### src/rtl/ofm_requant_fifo_pkg.sv
// Shared constants and helpers for the OFM requantisation output stage.
package ofm_requant_fifo_pkg;

    localparam int OFM_FRAME_LEN = 36;   // 6x6 pooled map
    localparam int OFM_W         = 36;   // pooled element width from the max-pool engine
    localparam int OFM_OUT_W     = 16;
    localparam int OFM_SHIFT     = 8;

    // Largest value representable in a w-bit two's complement word.
    function automatic longint sat_hi(input int w);
        return (64'sd1 <<< (w - 1)) - 64'sd1;
    endfunction

    // Smallest value representable in a w-bit two's complement word.
    function automatic longint sat_lo(input int w);
        return -(64'sd1 <<< (w - 1));
    endfunction

endpackage

### src/rtl/ofm_requant_fifo_if.sv
// Pooled-element input stream and requantised valid/ready output bundle.
interface ofm_requant_fifo_if
    import ofm_requant_fifo_pkg::*;
#(
    parameter int IN_W  = OFM_W,
    parameter int OUT_W = OFM_OUT_W
) ();

    logic                    in_valid;
    logic signed [IN_W-1:0]  In_OFM;
    logic                    err_clr;
    logic                    out_ready;
    logic                    out_valid;
    logic signed [OUT_W-1:0] Out_Data;
    logic                    out_last;
    logic                    overflow_err;

    // Upstream/consumer side: drives the element stream and the ready.
    modport master (
        output in_valid, In_OFM, err_clr, out_ready,
        input  out_valid, Out_Data, out_last, overflow_err
    );

    // Requantiser side.
    modport slave (
        input  in_valid, In_OFM, err_clr, out_ready,
        output out_valid, Out_Data, out_last, overflow_err
    );

endinterface

### src/rtl/ofm_requant_fifo_sync_fifo.sv
// Small synchronous FIFO with a raw head-of-queue read port (first-word-fall-through).
module ofm_requant_fifo_sync_fifo #(
    parameter int WIDTH = 17,
    parameter int DEPTH = 8
) (
    input  logic                     clk,
    input  logic                     rst_n,
    input  logic                     push,
    input  logic                     pop,
    input  logic [WIDTH-1:0]         din,
    output logic [WIDTH-1:0]         dout,
    output logic [$clog2(DEPTH):0]   count,
    output logic                     full,
    output logic                     empty
);

    localparam int AW = $clog2(DEPTH);

    logic [WIDTH-1:0] mem [DEPTH];
    logic [AW-1:0]    wr_ptr;
    logic [AW-1:0]    rd_ptr;
    logic             do_push;
    logic             do_pop;

    assign full    = (count == (AW + 1)'(DEPTH));
    assign empty   = (count == '0);
    assign do_pop  = pop && !empty;
    assign do_push = push && (!full || do_pop);
    assign dout    = mem[rd_ptr];

    // Storage array; contents need no reset because count gates visibility.
    always_ff @(posedge clk) begin
        if (do_push) begin
            mem[wr_ptr] <= din;
        end
    end

    // Pointers wrap naturally; count is unchanged on simultaneous push and pop.
    always_ff @(posedge clk or negedge rst_n) begin
        if (!rst_n) begin
            wr_ptr <= '0;
            rd_ptr <= '0;
            count  <= '0;
        end else begin
            if (do_push) wr_ptr <= wr_ptr + 1'b1;
            if (do_pop)  rd_ptr <= rd_ptr + 1'b1;
            case ({do_push, do_pop})
                2'b10:   count <= count + 1'b1;
                2'b01:   count <= count - 1'b1;
                default: count <= count;
            endcase
        end
    end

endmodule

### src/rtl/ofm_requant_fifo.sv
// Requantises the pooled OFM stream (ReLU, rounding shift, saturation),
// tags frame ends and buffers results behind a valid/ready output.
module ofm_requant_fifo
    import ofm_requant_fifo_pkg::*;
#(
    parameter int IN_W      = OFM_W,
    parameter int OUT_W     = OFM_OUT_W,
    parameter int SHIFT     = OFM_SHIFT,
    parameter int RELU_EN   = 1,
    parameter int DEPTH     = 8,
    parameter int FRAME_LEN = OFM_FRAME_LEN
) (
    input logic               clk,
    input logic               rst_n,
    ofm_requant_fifo_if.slave bus
);

    localparam int CNT_W = $clog2(FRAME_LEN);
    localparam int FW    = OUT_W + 1;
    localparam int AW    = $clog2(DEPTH);

    // Half an output LSB, added before the shift for round-half-up.
    localparam logic signed [IN_W:0] HALF =
        (SHIFT > 0) ? ((IN_W + 1)'(1) << ((SHIFT > 0) ? SHIFT - 1 : 0)) : '0;
    localparam logic signed [IN_W:0] SAT_HI = (IN_W + 1)'(sat_hi(OUT_W));
    localparam logic signed [IN_W:0] SAT_LO = (IN_W + 1)'(sat_lo(OUT_W));

    function automatic logic signed [IN_W-1:0] relu(input logic signed [IN_W-1:0] x);
        if (RELU_EN != 0 && x < 0) return '0;
        return x;
    endfunction

    // One extra bit of headroom so adding HALF to the most positive input cannot wrap.
    function automatic logic signed [IN_W:0] round_shift(input logic signed [IN_W-1:0] x);
        logic signed [IN_W:0] e;
        e = {x[IN_W-1], x};
        e = e + HALF;
        return e >>> SHIFT;
    endfunction

    function automatic logic signed [OUT_W-1:0] saturate(input logic signed [IN_W:0] r);
        if (r > SAT_HI) return SAT_HI[OUT_W-1:0];
        if (r < SAT_LO) return SAT_LO[OUT_W-1:0];
        return r[OUT_W-1:0];
    endfunction

    logic                    vld_p1;
    logic signed [OUT_W-1:0] data_p1;
    logic                    last_p1;
    logic [CNT_W-1:0]        elem_cnt;
    logic                    last_elem;
    logic                    push;
    logic                    pop;
    logic                    drop;
    logic [FW-1:0]           dout;
    logic [AW:0]             count;
    logic                    full;
    logic                    empty;

    assign last_elem = (elem_cnt == CNT_W'(FRAME_LEN - 1));

    // Stage 1 control: valid pipe and frame position, which advances even for
    // elements later dropped so frame alignment survives an overflow.
    always_ff @(posedge clk or negedge rst_n) begin
        if (!rst_n) begin
            vld_p1   <= 1'b0;
            elem_cnt <= '0;
        end else begin
            vld_p1 <= bus.in_valid;
            if (bus.in_valid) begin
                elem_cnt <= last_elem ? '0 : elem_cnt + 1'b1;
            end
        end
    end

    // Stage 1 data: requantised element and its end-of-frame tag.
    always_ff @(posedge clk) begin
        if (bus.in_valid) begin
            data_p1 <= saturate(round_shift(relu(bus.In_OFM)));
            last_p1 <= last_elem;
        end
    end

    assign bus.out_valid = (count != '0);
    assign pop           = bus.out_valid && bus.out_ready;
    assign push          = vld_p1 && (!full || pop);
    assign drop          = vld_p1 && full && !pop;
    assign bus.Out_Data  = empty ? '0 : dout[OUT_W-1:0];
    assign bus.out_last  = empty ? 1'b0 : dout[OUT_W];

    ofm_requant_fifo_sync_fifo #(
        .WIDTH (FW),
        .DEPTH (DEPTH)
    ) u_fifo (
        .clk   (clk),
        .rst_n (rst_n),
        .push  (push),
        .pop   (pop),
        .din   ({last_p1, data_p1}),
        .dout  (dout),
        .count (count),
        .full  (full),
        .empty (empty)
    );

    // Sticky loss flag; a drop in the same cycle as a clear keeps it set.
    always_ff @(posedge clk or negedge rst_n) begin
        if (!rst_n) begin
            bus.overflow_err <= 1'b0;
        end else if (drop) begin
            bus.overflow_err <= 1'b1;
        end else if (bus.err_clr) begin
            bus.overflow_err <= 1'b0;
        end
    end

endmodule

### src/flat_wrapper.sv
// flat-port wrapper written by rule: the top's interface ports become plain ports
module ofm_requant_fifo_flat import ofm_requant_fifo_pkg::*;
#(
    parameter int IN_W      = OFM_W,
    parameter int OUT_W     = OFM_OUT_W,
    parameter int SHIFT     = OFM_SHIFT,
    parameter int RELU_EN   = 1,
    parameter int DEPTH     = 8,
    parameter int FRAME_LEN = OFM_FRAME_LEN
)
  (clk, rst_n, bus_in_valid, bus_In_OFM, bus_err_clr, bus_out_ready, bus_out_valid, bus_Out_Data, bus_out_last, bus_overflow_err);
  ofm_requant_fifo_if #(.IN_W(IN_W), .OUT_W(OUT_W)) bus_i ();
  input logic clk;
  input logic rst_n;
  input wire logic [$bits(bus_i.in_valid)-1:0] bus_in_valid;
  input wire logic [$bits(bus_i.In_OFM)-1:0] bus_In_OFM;
  input wire logic [$bits(bus_i.err_clr)-1:0] bus_err_clr;
  input wire logic [$bits(bus_i.out_ready)-1:0] bus_out_ready;
  output wire logic [$bits(bus_i.out_valid)-1:0] bus_out_valid;
  output wire logic [$bits(bus_i.Out_Data)-1:0] bus_Out_Data;
  output wire logic [$bits(bus_i.out_last)-1:0] bus_out_last;
  output wire logic [$bits(bus_i.overflow_err)-1:0] bus_overflow_err;
  assign bus_i.in_valid = bus_in_valid;
  assign bus_i.In_OFM = bus_In_OFM;
  assign bus_i.err_clr = bus_err_clr;
  assign bus_i.out_ready = bus_out_ready;
  assign bus_out_valid = bus_i.out_valid;
  assign bus_Out_Data = bus_i.Out_Data;
  assign bus_out_last = bus_i.out_last;
  assign bus_overflow_err = bus_i.overflow_err;
  ofm_requant_fifo #(.IN_W(IN_W), .OUT_W(OUT_W), .SHIFT(SHIFT), .RELU_EN(RELU_EN), .DEPTH(DEPTH), .FRAME_LEN(FRAME_LEN)) u_core (.clk(clk), .rst_n(rst_n), .bus(bus_i));
endmodule
### config.mk
export PLATFORM = sky130hd
export DESIGN_NAME = ofm_requant_fifo_flat
export DESIGN_NICKNAME = d
export VERILOG_FILES = /design/src/rtl/ofm_requant_fifo_pkg.sv /design/src/rtl/ofm_requant_fifo_if.sv /design/src/rtl/ofm_requant_fifo_sync_fifo.sv /design/src/rtl/ofm_requant_fifo.sv /design/src/flat_wrapper.sv
export SDC_FILE = /design/constraint.sdc
export NUM_CORES = 1
export LEC_CHECK = 0
export CORE_MARGIN = 1
export CORE_UTILIZATION = 30
export CTS_CLUSTER_SIZE = 8
export DETAILED_ROUTE_END_ITERATION = 6
export SKIP_LAST_GASP = 1
export SYNTH_ARGS = -nofsm -noshare
export SYNTH_HDL_FRONTEND = slang
export SYNTH_SLANG_ARGS = --single-unit
### constraint.sdc
create_clock -name clk -period 3.45 [get_ports clk]
set_input_delay 0.5175 -clock clk [delete_from_list [all_inputs] [get_ports clk]]
set_output_delay 0.5175 -clock clk [all_outputs]
set_load 0.05 [all_outputs]
# After elaboration in Yosys (flattened, before gate mapping)
# Memory sizes are Yosys's and may differ from the RTL's.
# Index checks and enable logic that the tools add are counted.
[word_totals] mem_bits_rw=136 elab_cells=59 out_inout_bits=19 inputBits=41 latchBits=0 rom_bits=0 mem_count=1 ff_bits=35
[mem_list] memory="u_core.u_fifo.mem" words=8 word_bits=17 rd=1 rd_clocked_by_memory_dff=0 write_ports=1 line_no="ofm_requant_fifo_sync_fifo.sv:19" rtl="logic [WIDTH-1:0] mem [DEPTH];"
[op_classes] bitwise=0 n_addsub=6 n_mux=22 div_mod_pow=0 multipliers=0 magnitude_cmp=3 n_shift=0 eq_ne=4 reduce_logical=15
[op_table] operator="36-bit 2-to-1 mux" count=3
[op_table] operator="16-bit 2-to-1 mux" count=5
[op_table] operator="36-bit by 9-bit adder with 37-bit output, second input constant" count=1
[op_table] operator="36-bit by 1-bit less-than comparator with 1-bit output, second input constant" count=1
[op_table] operator="29-bit by 16-bit > comparator with 1-bit output, second input constant" count=1
[op_table] operator="29-bit by 16-bit less-than comparator with 1-bit output, second input constant" count=1
[op_table] operator="1-bit 2-to-1 mux" count=12
[op_table] operator="4-bit case mux with 2 select lines" count=1
[op_table] operator="3-bit by 1-bit adder with 3-bit output, second input constant" count=2
[op_table] operator="6-bit by 1-bit adder with 6-bit output, second input constant" count=1
[op_table] operator="6-bit == test, second input constant" count=1
[op_table] operator="1-bit logical AND" count=6
[op_table] operator="6-bit 2-to-1 mux" count=1
[op_table] operator="4-bit by 1-bit adder with 4-bit output, second input constant" count=1
[op_table] operator="4-bit == test, second input constant" count=1
[op_table] operator="4-bit logical NOT" count=1
[op_table] operator="2-bit nonzero test" count=2
[op_table] operator="4-bit nonzero test" count=1
[op_table] operator="4-bit by 1-bit subtractor with 4-bit output, second input constant" count=1
[op_table] operator="1-bit logical NOT" count=3
[op_table] operator="2-bit by 1-bit == test with 1-bit output, second input constant" count=1
[op_table] operator="2-bit == test, second input constant" count=1
[op_table] operator="1-bit logical OR" count=2

# Longest topological paths before layout
# Gate-level depths: netlist of run 1.
[depth] depth_word=13 depth_mapped=11 mapped_depth_nobuf=11

# Modules after synthesis
# A second synthesis of run 1 with hierarchy kept.
[hier_totals] hier_cells=444 area_unflattened_um2=7569.8
[modules_own_cells] mod="ofm_requant_fifo_sync_fifo" instances=1 cells_per_inst=264 seq_area_each_um2=4334.2 area_each_um2=5769.3
[modules_own_cells] mod="ofm_requant_fifo" instances=1 cells_per_inst=180 seq_area_each_um2=710.7 area_each_um2=1800.5

# Worst setup path before layout of run 1
# OpenSTA, ideal clock, no wires.
[synth_path] path_type="register to output" startpoint="register u_core.u_fifo.rd_ptr[0]" endpoint="output bus_Out_Data[10]" path_stages_with_launch=6 setup_slack_ns=0.651 t_required_ns=2.932 arrival_time_ns=2.282 path_buffers=2 cell_sequence="dfrtp_1 -> clkbuf_1 -> buf_1 -> mux4_2 -> mux2i_1 -> nor2_1"
[synth_between] elab_chain_len=2
[synth_lines] element="from (decl)" line_no="ofm_requant_fifo_sync_fifo.sv:21" rtl="logic [AW-1:0] rd_ptr;"
[synth_lines] element="from (signal assigned)" line_no="ofm_requant_fifo_sync_fifo.sv:46" rtl="if (do_pop) rd_ptr <= rd_ptr + 1'b1;"
[synth_lines] element="memory read 8 x 17 bit"
[synth_lines] element="16-bit 2-to-1 mux" line_no="ofm_requant_fifo.sv:88" rtl="assign bus.Out_Data = empty ? '0 : dout[OUT_W-1:0];"
[synth_lines] element="to (decl)" line_no="flat_wrapper.sv:20" rtl="output wire logic [$bits(bus_i.Out_Data)-1:0] bus_Out_Data;"
# No other way between the ends.

# Worst setup path after layout of run 1
[layout_path] startpoint="register u_core.u_fifo.rd_ptr[0]" endpoint="output bus_Out_Data[3]"
# The elaborated chain is that of the path after synthesis.

==> results of run 1 <==
worst max path at each step:
stage	startpoint	to	slack, ps	cells past startpoint
after floorplan	u_core.u_fifo.rd_ptr[0]	bus_Out_Data[10]	650	5
after global placement	bus_In_OFM[35]	u_core.data_p1[2]	210	10
after detailed placement	bus_In_OFM[35]	u_core.data_p1[12]	100	10
after CTS	u_core.u_fifo.rd_ptr[0]	bus_Out_Data[3]	240	4
after global routing	u_core.u_fifo.rd_ptr[0]	bus_Out_Data[1]	110	5
final	u_core.u_fifo.rd_ptr[0]	bus_Out_Data[3]	300	4
worst register-to-register path, cell delays in order (launching register included):
cell      delay, ps
dfrtp_1         460
nor3_1          220
nand3b_1        130
and2_1          220
inv_1           130
ha_1            210
ha_1            250
a21o_1          150
a21oi_1         170
xnor2_1         140
nor2_1           60
xor2_1          140
stage by stage:
stage / utilization [%] / hold slack (ps)
floorplan: - / 221.9
global placement: 34.58 / 480.8
detailed placement: 34.58 / 490.0
CTS: 37.10 / 500.3
global route: 37.10 / 544.3
finish: 37.10 / 496.7
registers in the layout, indices dropped and copies added, names as in the netlist:
register / flops
u_core.data_p1: 16
u_core.u_fifo.mem: 136
u_core.u_fifo.count: 4
u_core.last_p1: 1
u_core.elem_cnt: 6
u_core.vld_p1: 1
u_core.bus.overflow_err: 1
u_core.u_fifo.rd_ptr: 3
u_core.u_fifo.wr_ptr: 3
cell type report:
| type | count | area [um2] | area share [%] |
|---|---|---|---|
| Clock buffer | 17 | 425.4 | 4.715 |
| Inverter | 11 | 41.29 | 0.4576 |
| Timing Repair Buffer | 73 | 645.6 | 7.156 |
| Clock inverter | 15 | 186.4 | 2.066 |
| Sequential cell | 171 | 5046 | 55.93 |
| Tap cell | 324 | 405.4 | 4.493 |
| Multi-Input combinational cell | 246 | 2272 | 25.18 |
power by group:
group          internal, uW  switching (uW)  total [uW]
Sequential             2600             271        2870
Clock                   992             897        1890
Combinational          1050            1530        2580
Total                  4640            2690        7340
routing by layer:
metal / vias to the layer above / share of wire, % / GRT usage, %
met3: 9 / 3.8 / 2.396
met4: 0 / 0.72 / 3.540
met5: - / 0 / 0
li1: 1910 / - / -
met2: 82 / 49 / 19.84
met1: 2104 / 46 / 15.45
synth_stat cells, types with 2 or more instances:
library cell / number / area, um2
nor4_2: 2 / 25.02
o21ai_0: 3 / 15.01
edfxtp_1: 153 / 4594
mux2_2: 2 / 22.52
clkbuf_1: 10 / 37.54
xnor2_1: 17 / 148.9
nor2b_1: 5 / 31.28
and4_1: 2 / 17.52
buf_1: 2 / 7.510
ha_1: 7 / 87.58
nor2_1: 35 / 131.4
nand2_1: 24 / 90.09
nand4_1: 10 / 62.56
nand3_1: 12 / 60.06
or4_4: 2 / 22.52
dfrtp_1: 18 / 450.4
a21oi_1: 2 / 10.01
or3_1: 3 / 18.77
nand4b_1: 2 / 17.52
xor2_1: 11 / 96.34
mux2i_1: 19 / 190.2
o2111ai_1: 9 / 78.83
a21o_1: 3 / 22.52
nor3_1: 9 / 45.04
and4b_1: 4 / 40.04
inv_1: 11 / 41.29
nand3b_1: 3 / 22.52
buf_2: 2 / 10.01
nor4_1: 3 / 18.77
mux4_2: 34 / 765.7
buf_6: 2 / 22.52
nand2b_1: 4 / 25.02
cells by family (layout without fill, tap and decap cells):
| kind of cell | count (synthesis) | in the layout |
|---|---|---|
| AO/OA/AOI/OAI | 28 | 28 |
| XOR/XNOR | 28 | 28 |
| adder cells (fa/ha/maj) | 8 | 8 |
| buffers and inverters | 28 | 116 |
| flip-flops | 171 | 171 |
| multiplexers | 55 | 55 |
| other | 1 | 1 |
| AND/OR/NAND/NOR | 126 | 126 |
==> results.md, run 1 <==
- Status: finished clean
- Asr flop ratio synth: 10.53%
- Yosys cell types: 52
- # fillers: 2207
- Max-cap violations: 0
- CTS Buffer Depth: 2
- Startpoint types: flop
- Via count: 4105
- Diode count: 0
- Worst-margin pin slew: 872.3 ps
- Fin Setup TNS: 0 ps
- Dpl hpwl: 9.470 mm
- HP Class: reg2reg
- Worst slew margin: 41.67%
- Synth Area in XOR/XNOR: 3.303%
- Cell Rows: 57
- CP Cell Sequence: mux4_2, mux2i_1, nor2_1, clkdlybuf4s50_1
- Synth Area in Compound Gates: 3.084%
- DRC marker count from the first detailed-route iteration: 245
- CP max FO: 14
- Drt drc: 0
- Clock latency on the worst-skew pair: 420 ps
- Port Buffers: 52
- Post-CTS Setup Inserts: 0
- Finished Layout Cells: 857
- Most frequent cells in the layout: edfxtp_1, clkdlybuf4s50_1, nor2_1, mux4_2, buf_4
- Number of global-route vias before repair: 4134
- Die area: 25380 um2
- Post-CTS Resized: 0
- Finish-stage setup viols: 0
- Final net count: 569
- First-pass GRT wire length: 22.80 mm
- Final GP Congestion: 0.8489
- Mapped Cells: 445
- Cells on worst reg2reg path: 11
- Commonest non-fill, non-tap cell in the layout: edfxtp_1
- Die Ht: 159.3 um
- Final Cell Area: 9022 um2
- Clock skew: 12.99 ps
- Hold_sp: u_core.elem_cnt[4]
- Final slew viol count: 0
- Final critical-path share of the clock period: 91.23%
- Crit path max-delay cell type: clkdlybuf4s50_1
- Area Overhead vs Synth: 21.52%
- Synthesized cell area: 7425 um2
- RSZ-0062 raised after global routing: false
- Final hold vios: 0
- Hold EP: u_core.elem_cnt[4]
- Worst Path Required: 2930 ps
- Post-synthesis register bit count: 171
- Worst-path clk slew: 70 ps
- TritonCTS Sinks: 171
- CTS tree: yes
- Crit path DAT: 2630 ps
- Minimum clock period: 3147 ps
- Syn Nets: 494
- Post-synthesis mux area share: 13.18%
- Final wirelength: 14.54 mm
- LEAKAGE: 0.003039 uW
- Max IR drop VDD: 370.6 uV
- Starting Density: 30.53%
- Worst Hold Depth: 1
- Reg-to-reg startpoint: u_core.u_fifo.count[0]
- Worst R2R End: u_core.u_fifo.count[3]
- Vias/cell: 4.790
- Die X: 159.3 um
- Final ANT Viol Nets: 0
- Setup Crit Path Kind: reg2out
- Fin worst setup slack: 302.6 ps
- Max incr delay on CP: 700 ps
- Synth warn: 0
- Hold bufs inserted after CTS: 0
- Initial antenna violation count: 0
- Std-Cell Core Area: 24320 um2
- Worst setup EP type: output port
- Max H-tree Level: 4
- Pwr dens: 813.2 nW/um2
- WL per Instance: 16.96 um
- Num CTS Buffers: 17
- FF-to-FF setup slack: 1070 ps
- CTS root buf: clkbuf_16
- Primary FF master, synth: edfxtp_1
- Total Power: 7337 uW
- Total I/O pin count: 60
- Remaining global-route overflow: 0
- Largest net degree at the start of global routing: 21
- Placed Area: 8411 um2
- Worst path top cell family by delay: multiplexers
- Setup slack at placement: 97.91 ps
- Max Fclk: 0.3177 GHz
- Mapped Avg Cell Area: 16.68 um2
- Simple-gate share of the synthesized area: 9.285%
- Sequential area share after synthesis: 67.95%
- CP bufs+invs: 1
- Total GRT Usage: 11.82%
- Layout cells sized above 1: 21.39%
- Post-synth EDFFs: 153
- Placed Instances: 825
- Largest family of logic cells by synthesized area: multiplexers
- Adder-cell share of the synthesized area: 1.449%
- TritonRoute pass-1 iters: 5
Note: power is estimated with default switching activity, not from simulation.
==> inputs of run 2 (changes only) <==
Settings changed: CORE_UTILIZATION 30 to 58, PLACE_DENSITY set to 0.8, SETUP_SLACK_MARGIN set to 0.02.
==> run 2 against run 1 <==
Effect of this change:
- maximum frequency shrank 3.8%
- combinational power up 5%
- global-route usage grew 12 points
- utilization rose by 35 points
- count of clock-buffer cells in the layout is 2 higher
- largest power group unchanged
- power decreased by 1.2%
- worst setup slack worse by 120 ps
==> results.md, run 2 (same netlist as run 1, synthesis figures left out) <==
- Area Overhead vs Synth: 18.92%
- Worst-margin pin slew: 791.5 ps
- Starting Density: 60.55%
- Post-CTS Resized: 0
- Internal power: 4703 uW
- Port Buffers: 52
- Multi-input gate area: 2272 um2
- Largest net degree at the start of global routing: 37
- FF-to-FF setup slack: 960 ps
- Pwr dens: 821.1 nW/um2
- Sequential power share: 38.8%
- Post-CTS Setup Inserts: 0
- Number of global-route vias before repair: 4263
- Num CTS Buffers: 17
- Startpoint types: flop
- Cell Rows: 40
- Max Fclk: 0.3058 GHz
- Final net count: 571
- Clock latency on the worst-skew pair: 420 ps
- Gate power share: 37.6%
- HP Class: reg2reg
- Std-Cell Core Area: 12260 um2
- Max IR drop VDD: 417.1 uV
- Commonest non-fill, non-tap cell in the layout: edfxtp_1
- Setup Crit Path Kind: reg2out
- Final hold vios: 0
- CP max FO: 32
- LEAKAGE: 0.003011 uW
- Finished Layout Cells: 703
- Reg-to-reg startpoint: u_core.u_fifo.count[0]
- Crit path DAT: 2750 ps
- Total Power: 7250 uW
- Hold bufs inserted after CTS: 0
- Cells on worst reg2reg path: 10
- First-pass GRT wire length: 22.63 mm
- Die X: 115.1 um
- Placed Instances: 671
- Final wirelength: 14.51 mm
- Final slew viol count: 0
- Final ANT Viol Nets: 0
- Vias/cell: 6.071
- Worst Path Required: 2930 ps
- Worst R2R End: u_core.u_fifo.count[3]
- Max H-tree Level: 4
- Worst slew margin: 47.07%
- Fin Setup TNS: 0 ps
- Initial antenna violation count: 0
- Die Ht: 115.1 um
- Setup slack at placement: 146.1 ps
- TritonRoute pass-1 iters: 4
- Switching part of the total: 35.13%
- Final critical-path share of the clock period: 94.79%
- Register Area: 5046 um2
- Finish-stage setup viols: 0
- Final Cell Area: 8830 um2
- DRC marker count from the first detailed-route iteration: 272
- Largest registers: u_core.u_fifo.mem x136, u_core.data_p1 x16, u_core.elem_cnt x6
- Minimum clock period: 3270 ps
- Remaining global-route overflow: 0
- Dpl hpwl: 9.296 mm
- Critical Path End: bus_Out_Data[2]
- Fin worst setup slack: 179.8 ps
- CP startpoint: u_core.u_fifo.rd_ptr[0]
- RSZ-0062 raised after global routing: false
- Clk pwr share: 23.7%
- Layout cells sized above 1: 18.69%
- Max-cap violations: 0
- Diode count: 0
- Status: finished clean
- Placed Area: 8293 um2
- Largest register FFs: 136
- Final GP Congestion: 0.9418
- Clock skew: 6.251 ps
- NetSw: 2547 uW
- Drt drc: 0
- Worst-path clk slew: 60 ps
- Total I/O pin count: 60
- CTS Buffer Depth: 2
- CTS root buf: clkbuf_16
- Worst setup EP type: output port
- Via count: 4268
- WL per Instance: 20.64 um
- Total GRT Usage: 24.12%
- # fillers: 775
- TritonCTS Sinks: 171
- Die area: 13260 um2
- CTS tree: yes
- Most frequent cells in the layout: edfxtp_1, clkdlybuf4s50_1, nor2_1, mux4_2, nand2_1
- Most flops, register: u_core.u_fifo.mem
[run 2: how the worst min path moves through the flow]
stage,from,end,cells after the start
6_report,u_core.elem_cnt[4],u_core.elem_cnt[4],1
5_1_grt,u_core.elem_cnt[4],u_core.elem_cnt[4],1
4_1_cts,u_core.elem_cnt[4],u_core.elem_cnt[4],1
3_5_place_dp,u_core.elem_cnt[4],u_core.elem_cnt[4],1
3_3_place_gp,u_core.elem_cnt[4],u_core.elem_cnt[4],1
2_1_floorplan,rst_n,u_core.bus.overflow_err,0
[run 2: power by group through the flow]
stage          clock network (uW)  registers (uW)  logic, uW
2_1_floorplan                   0            2770       1930
3_3_place_gp                    0            2810       2680
3_5_place_dp                    0            2840       2730
4_1_cts                      1740            2810       2770
5_1_grt                      1820            2840       2890
6_report                     1720            2810       2720
[run 2: critical path, cell delays in order, from the launching register on]
cell,delay (ps)
dfrtp_2,460
buf_12,300
mux4_2,530
mux2i_1,260
nor2_1,70
clkdlybuf4s50_1,700
[run 2: area by class of cell]
type,instances,area share [%]
clock buffers,19,4.903
multi-input cells,246,25.73
flip-flops and latches,171,57.15
clock inverters,13,1.176
inverters,11,0.4676
well taps,168,2.381
repair buffers,75,8.190
[run 2: per-layer routing]
layer | routed length [um] | GRT usage (%)
met1 | 5794 | 29.69
met4 | 483 | 10.74
met2 | 7329 | 40.40
met3 | 900 | 6.484
met5 | 0 | 0
[run 2: per-stage QoR]
step | utilization [%] | hold slack, ps
5_1_grt | 72.01 | 523.9
2_1_floorplan | - | 221.9
3_5_place_dp | 67.63 | 482.1
3_3_place_gp | 67.63 | 476.7
6_report | 72.01 | 497.9
4_1_cts | 72.01 | 494.8
==> inputs of run 3 (changes only) <==
Settings changed: CORE_ASPECT_RATIO set to 1.5.
==> run 3 against run 2 <==
Effect of this change:
- global-route usage barely moved
- power is 0.63% higher
- sequential cell count unchanged
- die area hardly changed
- clock skew up 0.91 ps
- maximum frequency is 1.3% higher
- critical path depth did not move
- register-to-register slack barely moved
- critical path type unchanged
- largest power group unchanged
==> results.md, run 3 (same netlist as run 1, synthesis figures left out) <==
- Status: finished clean
- Worst slew margin: 46.61%
- Worst Path Required: 2930 ps
- Worst path top cell family by delay: buffers and inverters
- Final GP Congestion: 0.9106
- Setup Crit Path Kind: reg2out
- Clock skew: 7.165 ps
- Vias/cell: 6.127
- RSZ-0062 raised after global routing: false
- Internal power: 4673 uW
- HP Class: reg2reg
- Final slew viol count: 0
- Final hold vios: 0
- Finish-stage setup viols: 0
- DRC marker count from the first detailed-route iteration: 288
- Final ANT Viol Nets: 0
- Crit path DAT: 2710 ps
- Num CTS Buffers: 17
- Minimum clock period: 3227 ps
- Via count: 4252
- Max-cap violations: 0
- CP bufs+invs: 2
- CP max FO: 20
- Initial antenna violation count: 0
- Total I/O pin count: 60
- Largest registers: u_core.u_fifo.mem x136, u_core.data_p1 x16, u_core.elem_cnt x6
- Fin Setup TNS: 0 ps
- CTS tree: yes
- Cell Rows: 50
- Layout cells sized above 1: 21.00%
- WL per Instance: 20.77 um
- Dpl hpwl: 9.787 mm
- Area Overhead vs Synth: 19.48%
- TritonCTS Sinks: 171
- CTS Buffer Depth: 2
- Number of global-route vias before repair: 4379
- Commonest non-fill, non-tap cell in the layout: edfxtp_1
- Final critical-path share of the clock period: 93.53%
- Worst setup EP type: output port
- # fillers: 782
- CTS root buf: clkbuf_16
- Crit path max-delay cell type: clkdlybuf4s50_1
- Final net count: 574
- Pwr dens: 822.4 nW/um2
- Starting Density: 59.34%
- Startpoint types: flop
- Max incr delay on CP: 700 ps
- Worst-path clk slew: 70 ps
- Die area: 13270 um2
- Max Fclk: 0.3099 GHz
- Die Ht: 140.6 um
- Post-CTS Resized: 0
- CP Cell Sequence: buf_12, mux4_2, mux2i_1, nor2_1, clkdlybuf4s50_1
- Total GRT Usage: 24.12%
- Finished Core Util: 70.90%
- Max H-tree Level: 4
- Largest net degree at the start of global routing: 21
- Clock latency on the worst-skew pair: 420 ps
- Diode count: 0
- Largest register FFs: 136
- Std-Cell Core Area: 12510 um2
- Remaining global-route overflow: 0
- Port Buffers: 52
- Clk pwr share: 24.2%
- Hold bufs inserted after CTS: 0
- Sequential power share: 39.1%
- Most frequent cells in the layout: edfxtp_1, clkdlybuf4s50_1, nor2_1, mux4_2, buf_4
- LEAKAGE: 0.003049 uW
- NetSw: 2623 uW
- Gate power share: 36.7%
- Most flops, register: u_core.u_fifo.mem
- First-pass GRT wire length: 23.06 mm
- Drt drc: 0
- Final wirelength: 14.42 mm
- Switching part of the total: 35.95%
- Max IR drop VDD: 414.2 uV
- Post-CTS Setup Inserts: 0
- Die X: 94.38 um
- TritonRoute pass-1 iters: 5
- Worst-margin pin slew: 798.3 ps
run 3: cell count changes in the layout (fill, tap and decap cells not counted), sizes merged:
cell | previous run | this run
clkdlybuf4s50 | 49 | 45
bufinv | 1 | 0
clkinvlp | 3 | 1
clkinv | 9 | 6
inv | 11 | 19
buf | 26 | 33
clkbuf | 19 | 17
run 3: cell type report:
cell class / count / area [um2] / area share (%)
Sequential cell: 171 / 5046 / 56.88
Multi-Input combinational cell: 246 / 2272 / 25.61
Timing Repair Buffer: 78 / 760.7 / 8.575
Clock buffer: 17 / 425.4 / 4.795
Tap cell: 156 / 195.2 / 2.200
Clock inverter: 15 / 130.1 / 1.467
Inverter: 11 / 41.29 / 0.4654
run 3: layer usage:
layer,up-vias,wire length [um],GRT usage (%)
li1,1917,-,-
met1,2136,5487,28.08
met2,167,8018,42.37
met3,32,476,4.477
met4,0,434,11.50
met5,-,0,0
run 3: worst reg2reg max path, stage by stage (launching register included):
cell	delay, ps
dfrtp_1	460
nor4_4	270
buf_4	280
nor2b_1	140
ha_1	250
ha_1	290
a21o_1	160
a21oi_1	170
xnor2_1	130
nor2_1	60
xor2_1	160
run 3: through the flow:
| step | total power (uW) | instance area, um2 | setup WS [ps] | hold WS (ps) | instances |
|---|---|---|---|---|---|
| after floorplan | 4692 | 7425 | 650.5 | 221.9 | 445 |
| after global placement | 5497 | 8315 | 287.9 | 475.4 | 662 |
| after detailed placement | 5588 | 8315 | 195.9 | 508.8 | 662 |
| after CTS | 7365 | 8871 | 173.4 | 522.1 | 694 |
| after global routing | 7607 | 8871 | 101.4 | 553.1 | 694 |
| final | 7296 | 8871 | 223.3 | 521.0 | 694 |
run 3: final timing paths:
| check | from | end | slack (ps) | cells after the start |
|---|---|---|---|---|
| min in group asynchronous | rst_n | u_core.u_fifo.count[2] | 560 | 1 |
| max in group asynchronous | rst_n | u_core.u_fifo.rd_ptr[0] | 2340 | 1 |
| hold / removal | u_core.elem_cnt[4] | u_core.elem_cnt[4] | 520 | 1 |
| hold reg to reg | u_core.elem_cnt[4] | u_core.elem_cnt[4] | 520 | 1 |
| setup reg to reg | u_core.u_fifo.count[0] | u_core.u_fifo.count[3] | 950 | 10 |
| setup / recovery | u_core.u_fifo.rd_ptr[0] | bus_Out_Data[3] | 220 | 5 |
run 3: power groups by stage:
stage                     registers [uW]  logic [uW]  clock network [uW]
final                               2850        2680                1770
after global routing                2880        2850                1880
after CTS                           2850        2720                1790
after detailed placement            2890        2700                   0
after global placement              2850        2650                   0
after floorplan                     2770        1930                   0
